`src/rtl/pixel_feeder_pkg.sv`:
```
// Shared types and helpers for the pixel stream feeder.
package pixel_feeder_pkg;

   typedef enum logic [1:0] {
      IDLE   = 2'd0,
      STREAM = 2'd1,
      DRAIN  = 2'd2,
      DONE   = 2'd3
   } feeder_state_e;

   localparam int IMG_W_DEF = 32;
   localparam int IMG_H_DEF = 32;
   localparam int FRAME_PIX = IMG_W_DEF * IMG_H_DEF;

   // Bits needed to hold values 0..v-1 (never less than 1).
   function automatic int clog2(input int v);
      int r;
      r = 0;
      for (int i = 0; i < 31; i++) begin
         if ((1 << i) < v) r = i + 1;
      end
      return (r < 1) ? 1 : r;
   endfunction

   function automatic int frame_pix(input int w, input int h);
      return w * h;
   endfunction

endpackage

```
`src/rtl/pix_skid_fifo.sv`:
```
// Two-entry first-word-fall-through FIFO holding pixels returned by the memory.
module pix_skid_fifo
   import pixel_feeder_pkg::*;
#(
   parameter int PIX_W = 24
) (
   input  logic             clk,
   input  logic             rst,
   input  logic             push,
   input  logic [PIX_W-1:0] push_data,
   input  logic             pop,
   output logic [PIX_W-1:0] head,
   output logic             empty,
   output logic [1:0]       count
);

   logic [PIX_W-1:0] ent0_q, ent0_d, ent1_q, ent1_d;
   logic [1:0]       cnt_q, cnt_d;
   logic             pop_ok, push_ok;

   // Next entry contents and occupancy for every push/pop combination.
   always_comb begin
      pop_ok  = pop & (cnt_q != 2'd0);
      push_ok = push & ((cnt_q != 2'd2) | pop_ok);
      ent0_d  = ent0_q;
      ent1_d  = ent1_q;
      cnt_d   = cnt_q;
      case ({push_ok, pop_ok})
         2'b10: begin
            if (cnt_q == 2'd0) ent0_d = push_data;
            else               ent1_d = push_data;
            cnt_d = cnt_q + 2'd1;
         end
         2'b01: begin
            ent0_d = ent1_q;
            cnt_d  = cnt_q - 2'd1;
         end
         2'b11: begin
            if (cnt_q == 2'd1) begin
               ent0_d = push_data;
            end else begin
               ent0_d = ent1_q;
               ent1_d = push_data;
            end
         end
         default: ;
      endcase
   end

   // Storage and occupancy registers; reset empties the FIFO.
   always_ff @(posedge clk) begin
      if (!rst) begin
         ent0_q <= '0;
         ent1_q <= '0;
         cnt_q  <= 2'd0;
      end else begin
         ent0_q <= ent0_d;
         ent1_q <= ent1_d;
         cnt_q  <= cnt_d;
      end
   end

   assign head  = ent0_q;
   assign empty = (cnt_q == 2'd0);
   assign count = cnt_q;

endmodule

```
`src/rtl/pixel_stream_feeder.sv`:
```
// Reads one frame from image memory in raster order and streams it to the
// sorting network with valid/ready, followed by a zero-pixel flush tail.
module pixel_stream_feeder
   import pixel_feeder_pkg::*;
#(
   parameter int IMG_W  = 32,
   parameter int IMG_H  = 32,
   parameter int ADDR_W = 10,
   parameter int PIX_W  = 24,
   parameter int TAIL   = 8
) (
   input  logic              clk,
   input  logic              rst,
   input  logic              frame_req,
   output logic [ADDR_W-1:0] mem_addr,
   output logic              mem_en,
   input  logic [PIX_W-1:0]  mem_rdata,
   output logic [PIX_W-1:0]  d_out,
   output logic              pix_valid,
   input  logic              pix_ready,
   output logic              conv_start,
   output logic              busy,
   output logic              frame_done
);

   localparam int NPIX = frame_pix(IMG_W, IMG_H);
   localparam int CW   = clog2(NPIX + 1);
   localparam int TW   = clog2(TAIL + 1);
   localparam logic [CW-1:0] NPIX_C    = CW'(NPIX);
   localparam logic [CW-1:0] LAST_C    = CW'(NPIX - 1);
   localparam logic [TW-1:0] TAIL_LAST = TW'(TAIL - 1);

   feeder_state_e     state_q, state_d;
   logic [CW-1:0]     rd_cnt_q, rd_cnt_d;
   logic [CW-1:0]     tx_cnt_q, tx_cnt_d;
   logic [TW-1:0]     tail_cnt_q, tail_cnt_d;
   logic              inflight_q, inflight_d;
   logic              started_q, started_d;
   logic [ADDR_W-1:0] addr_q, addr_d;

   logic [PIX_W-1:0]  fifo_head;
   logic              fifo_empty;
   logic [1:0]        fifo_count;
   logic              fifo_pop;
   logic              stream_vld;
   logic              beat;
   logic              issue;
   logic [2:0]        credit_used;

   pix_skid_fifo #(.PIX_W(PIX_W)) u_fifo (
      .clk       (clk),
      .rst       (rst),
      .push      (inflight_q),
      .push_data (mem_rdata),
      .pop       (fifo_pop),
      .head      (fifo_head),
      .empty     (fifo_empty),
      .count     (fifo_count)
   );

   // Output decode from registered state and FIFO occupancy only. A read may
   // be issued with two words outstanding when the head leaves this cycle;
   // without that credit the one-cycle read latency would halve throughput.
   always_comb begin
      stream_vld  = (state_q == STREAM) && !fifo_empty;
      pix_valid   = stream_vld || (state_q == DRAIN);
      d_out       = stream_vld ? fifo_head : '0;
      conv_start  = ((state_q == STREAM) && (started_q || !fifo_empty)) ||
                    (state_q == DRAIN);
      busy        = (state_q != IDLE);
      frame_done  = (state_q == DONE);
      beat        = pix_valid && pix_ready;
      fifo_pop    = stream_vld && pix_ready;
      credit_used = {1'b0, fifo_count} + {2'b00, inflight_q};
      issue       = (state_q == STREAM) && (rd_cnt_q < NPIX_C) &&
                    (credit_used < (3'd2 + {2'b00, fifo_pop}));
      mem_en      = issue;
      mem_addr    = issue ? ADDR_W'(rd_cnt_q) : addr_q;
   end

   // Frame sequencing: counters and next state.
   always_comb begin
      state_d    = state_q;
      rd_cnt_d   = rd_cnt_q;
      tx_cnt_d   = tx_cnt_q;
      tail_cnt_d = tail_cnt_q;
      started_d  = started_q;
      inflight_d = issue;
      addr_d     = mem_addr;
      case (state_q)
         IDLE: begin
            rd_cnt_d   = '0;
            tx_cnt_d   = '0;
            tail_cnt_d = '0;
            started_d  = 1'b0;
            if (frame_req) state_d = STREAM;
         end
         STREAM: begin
            if (issue)       rd_cnt_d  = rd_cnt_q + CW'(1);
            if (!fifo_empty) started_d = 1'b1;
            if (beat) begin
               tx_cnt_d = tx_cnt_q + CW'(1);
               if (tx_cnt_q == LAST_C) state_d = (TAIL == 0) ? DONE : DRAIN;
            end
         end
         DRAIN: begin
            if (pix_ready) begin
               if (tail_cnt_q == TAIL_LAST) state_d = DONE;
               else                         tail_cnt_d = tail_cnt_q + TW'(1);
            end
         end
         DONE: state_d = IDLE;
         default: state_d = IDLE;
      endcase
   end

   // Control registers; reset aborts the frame and drops any in-flight read.
   always_ff @(posedge clk) begin
      if (!rst) begin
         state_q    <= IDLE;
         rd_cnt_q   <= '0;
         tx_cnt_q   <= '0;
         tail_cnt_q <= '0;
         inflight_q <= 1'b0;
         started_q  <= 1'b0;
         addr_q     <= '0;
      end else begin
         state_q    <= state_d;
         rd_cnt_q   <= rd_cnt_d;
         tx_cnt_q   <= tx_cnt_d;
         tail_cnt_q <= tail_cnt_d;
         inflight_q <= inflight_d;
         started_q  <= started_d;
         addr_q     <= addr_d;
      end
   end

endmodule

```
`config.mk`:
```
export PLATFORM = sky130hd
export DESIGN_NAME = pixel_stream_feeder
export DESIGN_NICKNAME = d
export VERILOG_FILES = /design/src/rtl/pixel_feeder_pkg.sv /design/src/rtl/pix_skid_fifo.sv /design/src/rtl/pixel_stream_feeder.sv
export SDC_FILE = /design/constraint.sdc
export NUM_CORES = 1
export LEC_CHECK = 0
export ABC_AREA = 1
export CAP_MARGIN = 20
export CORE_ASPECT_RATIO = 0.5
export CORE_MARGIN = 2
export CORE_UTILIZATION = 53
export CTS_BUF_LIST = sky130_fd_sc_hd__clkbuf_8
export DETAILED_ROUTE_END_ITERATION = 6
export GPL_TIMING_DRIVEN = 0
export PLACE_DENSITY = 0.78
export SLEW_MARGIN = 20
export SYNTH_ARGS = -nofsm -noshare
export SYNTH_HDL_FRONTEND = slang
export SYNTH_SLANG_ARGS = --single-unit
```
`constraint.sdc`:
```
create_clock -name clk -period 2.4 [get_ports clk]
set_input_delay 0.48 -clock clk [delete_from_list [all_inputs] [get_ports clk]]
set_output_delay 0.48 -clock clk [all_outputs]
set_load 0.02 [all_outputs]
```
==> results of run 1 <==
cell families (layout without fill, tap and decap cells):
kind of cell    Yosys count  count (layout)  share of synthesized area
compound gates          102             102                      0.118
xor+xnor                  1               1                    0.00194
buf+inv                 118             217                      0.110
flops                    90              90                      0.398
simple gates            358             358                      0.338
fa+ha+maj                12              12                     0.0332
worst max-delay path, delay by kind of cell (launching register included):
family          cells  cell delay (ns)
compound gates      1             0.16
flops               1             0.37
buf+inv             4             0.46
fa+ha+maj           2             0.31
simple gates        2             0.28
timing repair:
action                     in CTS  in global routing
setup endpoints to repair      37                 32
cloned                          1                  0
hold buffers                    0                  0
setup buffers                  12                  6
gates resized for setup       166                 29
pin swaps                       4                  5
through the flow:
stage          hold slack, ns  setup slack (ns)  cells  power [mW]
6_report                0.465           -0.0471    892        5.48
2_1_floorplan           0.430             0.283    681        3.29
5_1_grt                 0.486            -0.107    892        5.87
3_5_place_dp            0.452            -0.650    859        3.97
3_3_place_gp            0.447            -0.670    859        3.93
4_1_cts                 0.463           -0.0756    887        5.27
routing by layer:
metal  wire length (um)  GRT usage
met4                165     0.0807
met1               5460      0.351
met5                  0          0
met2               5540      0.434
met3                746     0.0643
placed cells by master (no fill, tap or decap), types with 3 or more instances in the layout:
| master | Yosys | final |
|---|---|---|
| a21oi_1 | 52 | 51 |
| buf_2 | 6 | 18 |
| buf_4 | 5 | 26 |
| buf_6 | 4 | 8 |
| clkbuf_1 | 17 | 14 |
| clkbuf_8 | 0 | 9 |
| clkdlybuf4s15_2 | 0 | 13 |
| clkdlybuf4s50_1 | 0 | 28 |
| dfxtp_1 | 90 | 85 |
| dfxtp_4 | 0 | 4 |
| dlygate4sd2_1 | 0 | 7 |
| ha_1 | 12 | 8 |
| ha_4 | 0 | 3 |
| inv_1 | 81 | 78 |
| inv_2 | 5 | 10 |
| nand2_1 | 148 | 144 |
| nand2_2 | 7 | 11 |
| nand3_1 | 66 | 66 |
| nand3b_1 | 3 | 3 |
| nand4_1 | 7 | 7 |
| nor2_1 | 111 | 110 |
| nor3_1 | 7 | 7 |
| o21ai_0 | 42 | 33 |
| o21ai_2 | 0 | 3 |
| o21ai_4 | 1 | 7 |
cell type report:
type,count,area [um^2],area share
clock inverters,6,76.3,0.0131
plain buffers,31,211,0.0364
clock buffers,9,124,0.0213
flip-flops and latches,90,1820,0.313
well taps,112,140,0.0241
repair buffers,85,744,0.128
inverters,86,327,0.0563
multi-input cells,473,2360,0.407
final timing paths:
check                     from  slack (ns)                 to
min          u_fifo.ent1_q[22]        0.47  u_fifo.ent1_q[22]
max            u_fifo.count[0]       -0.05        mem_addr[7]
max reg2reg    u_fifo.count[1]        0.22    u_fifo.head[17]
min reg2reg  u_fifo.ent1_q[22]        0.47  u_fifo.ent1_q[22]
where the power goes:
| part | total (mW) | internal [mW] | switching [mW] |
|---|---|---|---|
| registers | 1.92 | 1.78 | 0.142 |
| logic | 2.47 | 0.976 | 1.49 |
| clock network | 1.09 | 0.568 | 0.526 |
| total | 5.48 | 3.32 | 2.16 |
flip-flops by register name, summed over array words and instances (netlist names):
signal / flops
rd_cnt_q: 11
tail_cnt_q: 4
u_fifo.ent1_q: 24
u_fifo.head: 24
tx_cnt_q: 11
u_fifo.count: 2
inflight_q: 1
started_q: 1
addr_q: 10
state_q: 2
==> results.json, run 1 <==
{
  "io_buffers": 66,
  "grt.overflow.total": 0,
  "areaGrowthSynthToFinish_pct": 28.3,
  "wire_per_inst_um": 13.4,
  "grt_pass1_wl_mm": 20.2,
  "synth_top_area_share": 0.398,
  "hold_class": "reg2reg",
  "ys_types": 31,
  "vias_per_cell": 5.18,
  "fmax_mhz": 409,
  "ir_drop_uv": 397,
  "die_width_um": 135,
  "hold_violations": 0,
  "drv_slew": 0,
  "relSlewSlack": 0.624,
  "synthTopCellsByCount": "148 x nand2_1, 111 x nor2_1, 90 x dfxtp_1",
  "leakage_nw": 2.49,
  "antenna_found_initial": 0,
  "syn_avg_cell_area_um2": 6.64,
  "grt_pass1_vias": 4322,
  "core_um2": 8140,
  "ys_warn_count": 0,
  "fin_crit_sh": 1.02,
  "drc_errors": 0,
  "rsz0062_at_grt": "true",
  "fin_skew_ns": 0.00776,
  "dpl_cell_area_um2": 5320,
  "num_rows": 23,
  "p_per_area_nw_per_um2": 945,
  "drive_above_1_share": 0.164,
  "failed_checks": "negative setup slack",
  "startpoint_type": "flip-flop",
  "start_util": 0.555,
  "cp_max_fo": 6,
  "setup_tns_ns": -0.0675,
  "ys_ff_latch": 90,
  "async_flop_share": 0,
  "syn_area_um2": 4520,
  "wl_mm": 11.9,
  "worstPathRequired_ns": 1.92,
  "final_nets": 816,
  "stdcell_area_um2": 5800,
  "pin_count": 67,
  "grtUsageTotal": 0.266,
  "crit_chain": "ha_4, ha_4, nor3_4, nand2_2, buf_6, buf_8, o21ai_4, inv_2, buf_6",
  "synth.most_common_cell": "nand2_1",
  "cts_buffers": 9,
  "gp_congestion": 0.829,
  "cts.clk_slew.worst_paths_ns": 0.08,
  "synthTopCellsByArea": "dfxtp_1 40%, nand2_1 12%, nor2_1 9.2%, nand3_1 7.3%, inv_1 6.7%",
  "clock-sinks": 90,
  "die_h_um": 69.3,
  "first_iter_violations": 407,
  "dp_hpwl_mm": 7.86,
  "tightestPinTransition_ns": 0.563,
  "synthCells": 681,
  "utilization": 0.713,
  "r2r_cells": 14,
  "antenna_left": 0,
  "synth.largest_area_cell": "dfxtp_1",
  "end_kind": "output pin",
  "period_minus_slack_ns": 2.45,
  "cp_slowest_cell": "dfxtp_4",
  "critical_path_class": "reg2out",
  "max_stage_delay_ns": 0.37,
  "cts_tree": "done",
  "firstDrtPassIters": 5,
  "fillers": 669,
  "drv_cap": 0,
  "seq_area_frac_synth": 0.398,
  "setup_viol": 2,
  "htree_levels": 3,
  "status": "finished, violations left",
  "whs_path_depth": 2,
  "route.vias.total": 4624,
  "ys.flop_type": "dfxtp_1",
  "setup_slack_ns": -0.0471,
  "root_buffer": "clkbuf_8",
  "cts_buffer_depth": 2,
  "synth_edf_count": 0,
  "cp.arrival_ns": 1.97,
  "dieArea_um2": 9330,
  "synth_nets": 721,
  "n_antenna_cell": 0,
  "grt_max_degree": 14,
  "insertion_delay_ns": 0.37
}
Power figures use the tool's default switching activity.
==> run 2, diff against run 1 <==
REMOVE_ABC_BUFFERS = 1   (was default)
==> run 2 against run 1 <==
Against the previous run:
- the run still ends with negative setup slack left
- power is 2.8% higher
- first-iteration DRC count is 5.9% lower
- worst hold slack better by 0.0026 ns
- critical path type unchanged
- register-to-register slack worse by 0.07 ns
- sequential power hardly changed
==> results.json, run 2 (synthesis results as in run 1) <==
{
  "status": "finished, violations left",
  "failed_checks": "negative setup slack",
  "start_util": 0.555,
  "period_minus_slack_ns": 2.43,
  "max_stage_delay_ns": 0.37,
  "wl_mm": 12.6,
  "grt.overflow.total": 0,
  "fin_skew_ns": 0.00745,
  "end_kind": "output pin",
  "dpl_cell_area_um2": 5170,
  "layout.cells.non_filler": 867,
  "cts.clk_slew.worst_paths_ns": 0.09,
  "stdcell_area_um2": 5860,
  "cp.arrival_ns": 1.95,
  "cp_slowest_cell": "dfxtp_4",
  "firstDrtPassIters": 4,
  "drv_slew": 0,
  "drive_above_1_share": 0.152,
  "num_rows": 23,
  "leakage_nw": 2.50,
  "grtUsageTotal": 0.242,
  "cp-startpoint": "state_q[1]",
  "hold_class": "reg2reg",
  "p_per_area_nw_per_um2": 962,
  "drc_errors": 0,
  "ctsHoldBuffers": 0,
  "startpoint_type": "flip-flop",
  "crit_chain": "inv_4, ha_4, buf_6, nand4_1, nand2_4, nand2_8, o21ai_4, inv_2, buf_6",
  "drv_cap": 0,
  "fillers": 637,
  "clock-sinks": 90,
  "cts_buffer_depth": 2,
  "mostFrequentLayoutCells": "135 x nand2_1, 109 x nor2_1, 85 x dfxtp_1",
  "n_antenna_cell": 0,
  "crit_buf_inv": 4,
  "setup_viol": 8,
  "gp_congestion": 0.831,
  "io_buffers": 66,
  "min_from": "u_fifo.ent1_q[10]",
  "insertion_delay_ns": 0.38,
  "reg2reg_from": "u_fifo.count[0]",
  "setup_slack_ns": -0.0261,
  "rsz0062_at_grt": "true",
  "post-place-cells": 828,
  "tightestPinTransition_ns": 0.699,
  "root_buffer": "clkbuf_8",
  "wire_per_inst_um": 14.5,
  "first_iter_violations": 383,
  "vias_per_cell": 5.39,
  "crit_top_cell": "buf_6",
  "grt_pass1_vias": 4070,
  "core_um2": 8140,
  "cp_max_fo": 7,
  "grt_pass1_wl_mm": 18.3,
  "relSlewSlack": 0.534,
  "cp_top_family": "simple AND/OR/NAND/NOR gates",
  "final_common_cell": "nand2_1",
  "final_nets": 790,
  "antenna_found_initial": 0,
  "hold_violations": 0,
  "die_width_um": 135,
  "ir_drop_uv": 543,
  "cts_buffers": 9,
  "areaGrowthSynthToFinish_pct": 29.6,
  "critical_path_class": "reg2out",
  "cts_tree": "done",
  "fmax_mhz": 412,
  "route.vias.total": 4672,
  "dp_hpwl_mm": 6.47,
  "die_h_um": 69.3,
  "htree_levels": 3,
  "antenna_left": 0,
  "dieArea_um2": 9330,
  "pin_count": 67,
  "grt_max_degree": 32,
  "reg2reg_slack_ns": 0.15,
  "worstPathRequired_ns": 1.92,
  "fin_crit_sh": 1.01
}
[run 2: cell count changes in the layout (fill, tap and decap cells not counted), sizes merged, moves of 2 or more]
cell,previous run,this run
buf,53,31
dlygate4sd2,7,25
clkbuf,24,12
clkdlybuf4s15,13,2
nand2,156,159
bufinv,2,0
[run 2: layout make-up]
| cell class | count | area (um^2) | area share |
|---|---|---|---|
| timing repair buffer | 86 | 828 | 0.141 |
| clock inverter | 4 | 17.5 | 0.00299 |
| multi-input combinational | 477 | 2560 | 0.436 |
| inverter | 86 | 339 | 0.0578 |
| tap | 112 | 140 | 0.0239 |
| clock buffer | 12 | 165 | 0.0282 |
| sequential | 90 | 1820 | 0.310 |
[run 2: where the power goes]
group          internal [mW]  switching (mW)
sequential              1.78           0.151
clock                  0.451           0.539
combinational           1.04            1.68
total                   3.27            2.37
[run 2: path summary, 6_finish.rpt]
path | end | cells past startpoint
min reg2reg | u_fifo.ent1_q[10] | 2
max reg2reg | u_fifo.head[8] | 8
max | mem_addr[3] | 9
min | u_fifo.ent1_q[10] | 2
[run 2: per-layer routing]
layer  wire length (um)  GRT usage
met1               5450      0.301
met2               6200      0.405
met3                697     0.0651
met4                206     0.0842
met5                  0          0
[run 2: per-stage QoR]
stage | util | setup WS (ns) | TNS (ns) | total power, mW | hold WS (ns)
final | 0.720 | -0.0261 | -0.0963 | 5.64 | 0.468
after global routing | 0.720 | -0.0792 | -0.595 | 5.94 | 0.484
after CTS | 0.679 | -0.147 | -3.51 | 5.00 | 0.459
after detailed placement | 0.635 | -1.27 | -65.68 | 3.82 | 0.448
after global placement | 0.632 | -1.80 | -87.39 | 3.78 | 0.446
after floorplan | - | 0.0513 | 0 | 3.16 | 0.431
[run 2: repair_timing]
| item | CTS | global route |
|---|---|---|
| buffers inserted | 8 | 11 |
| gates cloned | 3 | 1 |
| pin swaps | 4 | 13 |
| gates resized for setup | 106 | 81 |
| setup endpoints to repair | 103 | 72 |
[run 2: tightest hold or removal path: cells and delay by family (launching register included)]
kind               cells  cell delay [ns]
DFF                    1             0.32
and+or+nand+nor        1             0.06
AOI/OAI and AO/OA      1             0.05
==> run 3, diff against run 2 <==
CORE_MARGIN = default   (was 2)
==> run 3 against run 2 <==
Against the previous run:
- the run still ends with negative setup slack left
- combinational power shrank 8.1%
- critical path type unchanged
- wire length shrank 3.3%
- sequential share of layout area is essentially flat
- worst setup slack lost 0.021 ns
- critical path depth grew 1
- non-clock buffer count grew 3
- worst hold slack lost 0.00091 ns
==> results.json, run 3 (synthesis results as in run 1) <==
{
  "insertion_delay_ns": 0.38,
  "hold_class": "reg2reg",
  "worstPathRequired_ns": 1.92,
  "min_from": "u_fifo.ent1_q[7]",
  "final_common_cell": "nand2_1",
  "fillers": 645,
  "cts_buffer_depth": 2,
  "utilization": 0.722,
  "io_buffers": 66,
  "fin_crit_sh": 1.02,
  "die_width_um": 133,
  "hold-path-endpoint": "u_fifo.ent1_q[7]",
  "critical_path_class": "reg2out",
  "p_total_mw": 5.62,
  "areaGrowthSynthToFinish_pct": 30.0,
  "antenna_found_initial": 0,
  "clock-sinks": 90,
  "cts.clk_slew.worst_paths_ns": 0.09,
  "p_per_area_nw_per_um2": 956,
  "cp_max_fo": 7,
  "tightestPinTransition_ns": 0.616,
  "mostFrequentLayoutCells": "138 x nand2_1, 110 x nor2_1, 85 x dfxtp_1",
  "firstDrtPassIters": 5,
  "r2r_cells": 11,
  "drv_slew": 0,
  "start_util": 0.555,
  "grt_pass1_wl_mm": 19.1,
  "end_kind": "output pin",
  "first_iter_violations": 370,
  "reg2reg_slack_ns": 0.10,
  "status": "finished, violations left",
  "ctsHoldBuffers": 0,
  "rsz0062_at_grt": "true",
  "die_h_um": 67.3,
  "whs_path_depth": 2,
  "failed_checks": "negative setup slack",
  "startpoint_type": "flip-flop",
  "cts_tree": "done",
  "wire_per_inst_um": 14.0,
  "place_ws_ns": -1.26,
  "reg2reg_from": "u_fifo.count[0]",
  "num_rows": 23,
  "r2r-end": "u_fifo.ent1_q[22]",
  "pin_count": 67,
  "multi_input_area_um2": 2460,
  "htree_levels": 3,
  "wl_mm": 12.1,
  "antenna_left": 0,
  "ir_drop_uv": 568,
  "dieArea_um2": 8930,
  "drc_errors": 0,
  "grt_max_degree": 32,
  "dp_hpwl_mm": 6.60,
  "drv_cap": 0,
  "fin_skew_ns": 0.0136,
  "grt.overflow.total": 0,
  "cts_buffers": 9,
  "setup_viol": 3,
  "relSlewSlack": 0.589,
  "fmax_mhz": 409,
  "cp.arrival_ns": 1.97,
  "n_antenna_cell": 0,
  "core_um2": 8140,
  "final_nets": 791,
  "regArea_um2": 1820,
  "vias_per_cell": 5.31,
  "setup_tns_ns": -0.0651,
  "route.vias.total": 4610,
  "drive_above_1_share": 0.146,
  "root_buffer": "clkbuf_8",
  "gp_congestion": 0.881,
  "period_minus_slack_ns": 2.45,
  "grt_pass1_vias": 4203,
  "setup_slack_ns": -0.0476,
  "hold_violations": 0,
  "grtUsageTotal": 0.271,
  "leakage_nw": 2.76
}
-- run 3: cell count changes in the layout (fill, tap and decap cells not counted), sizes merged --
cell	previous run	this run
inv	87	85
buf	31	34
clkinvlp	1	3
dlygate4sd2	25	8
clkbuf	12	10
dlymetal6s2s	1	19
clkdlybuf4s15	2	0
nand2	159	157
bufinv	0	2
clkdlybuf4s18	0	1
-- run 3: worst max-delay path: stages, from the launching register on --
cell and delay [ns]:
dfxtp_4 0.37, inv_4 0.06, ha_4 0.19, clkinvlp_4 0.12
nor3_4 0.20, nand2_4 0.10, buf_6 0.15, nand2_1 0.09
o21ai_2 0.07, inv_1 0.07, buf_2 0.16
-- run 3: metrics by stage --
step	area, um^2	hold slack (ns)	instances
2_1_floorplan	4350	0.431	649
3_3_place_gp	5150	0.447	827
3_5_place_dp	5170	0.456	828
4_1_cts	5630	0.467	861
5_1_grt	5880	0.491	868
6_report	5880	0.467	868
-- run 3: timing repair --
item | CTS | global route
gates cloned | 2 | 0
resized for setup | 105 | 60
setup buffers | 15 | 7
endpoints found under the setup margin | 106 | 91
pin swaps | 7 | 8
-- run 3: cell type report --
class                           instances  area share
Inverter                               86      0.0575
Clock buffer                           10      0.0234
Clock inverter                          6      0.0151
Sequential cell                        90       0.309
Tap cell                              112      0.0238
Timing Repair Buffer                   89       0.153
Multi-Input combinational cell        475       0.418
-- run 3: how the worst max path moves through the flow --
stage | slack, ns | to | cells after the start | startpoint
after floorplan | 0.05 | mem_addr[0] | 7 | state_q[1]
after global placement | -1.78 | tx_cnt_q[2] | 5 | rst
after detailed placement | -1.26 | tx_cnt_q[2] | 6 | rst
after CTS | -0.21 | d_out[18] | 6 | u_fifo.count[0]
after global routing | -0.11 | mem_addr[2] | 10 | state_q[1]
final | -0.05 | mem_addr[2] | 10 | state_q[1]
-- run 3: power by group --
part / internal [mW] / switching [mW]
combinational: 0.952 / 1.55
clock: 0.617 / 0.580
sequential: 1.78 / 0.148
total: 3.35 / 2.27
-- run 3: per-layer routing --
layer,track usage,part of all wire
met2,0.486,0.48
met3,0.0653,0.058
met5,0,0
met4,0.0833,0.012
met1,0.329,0.45
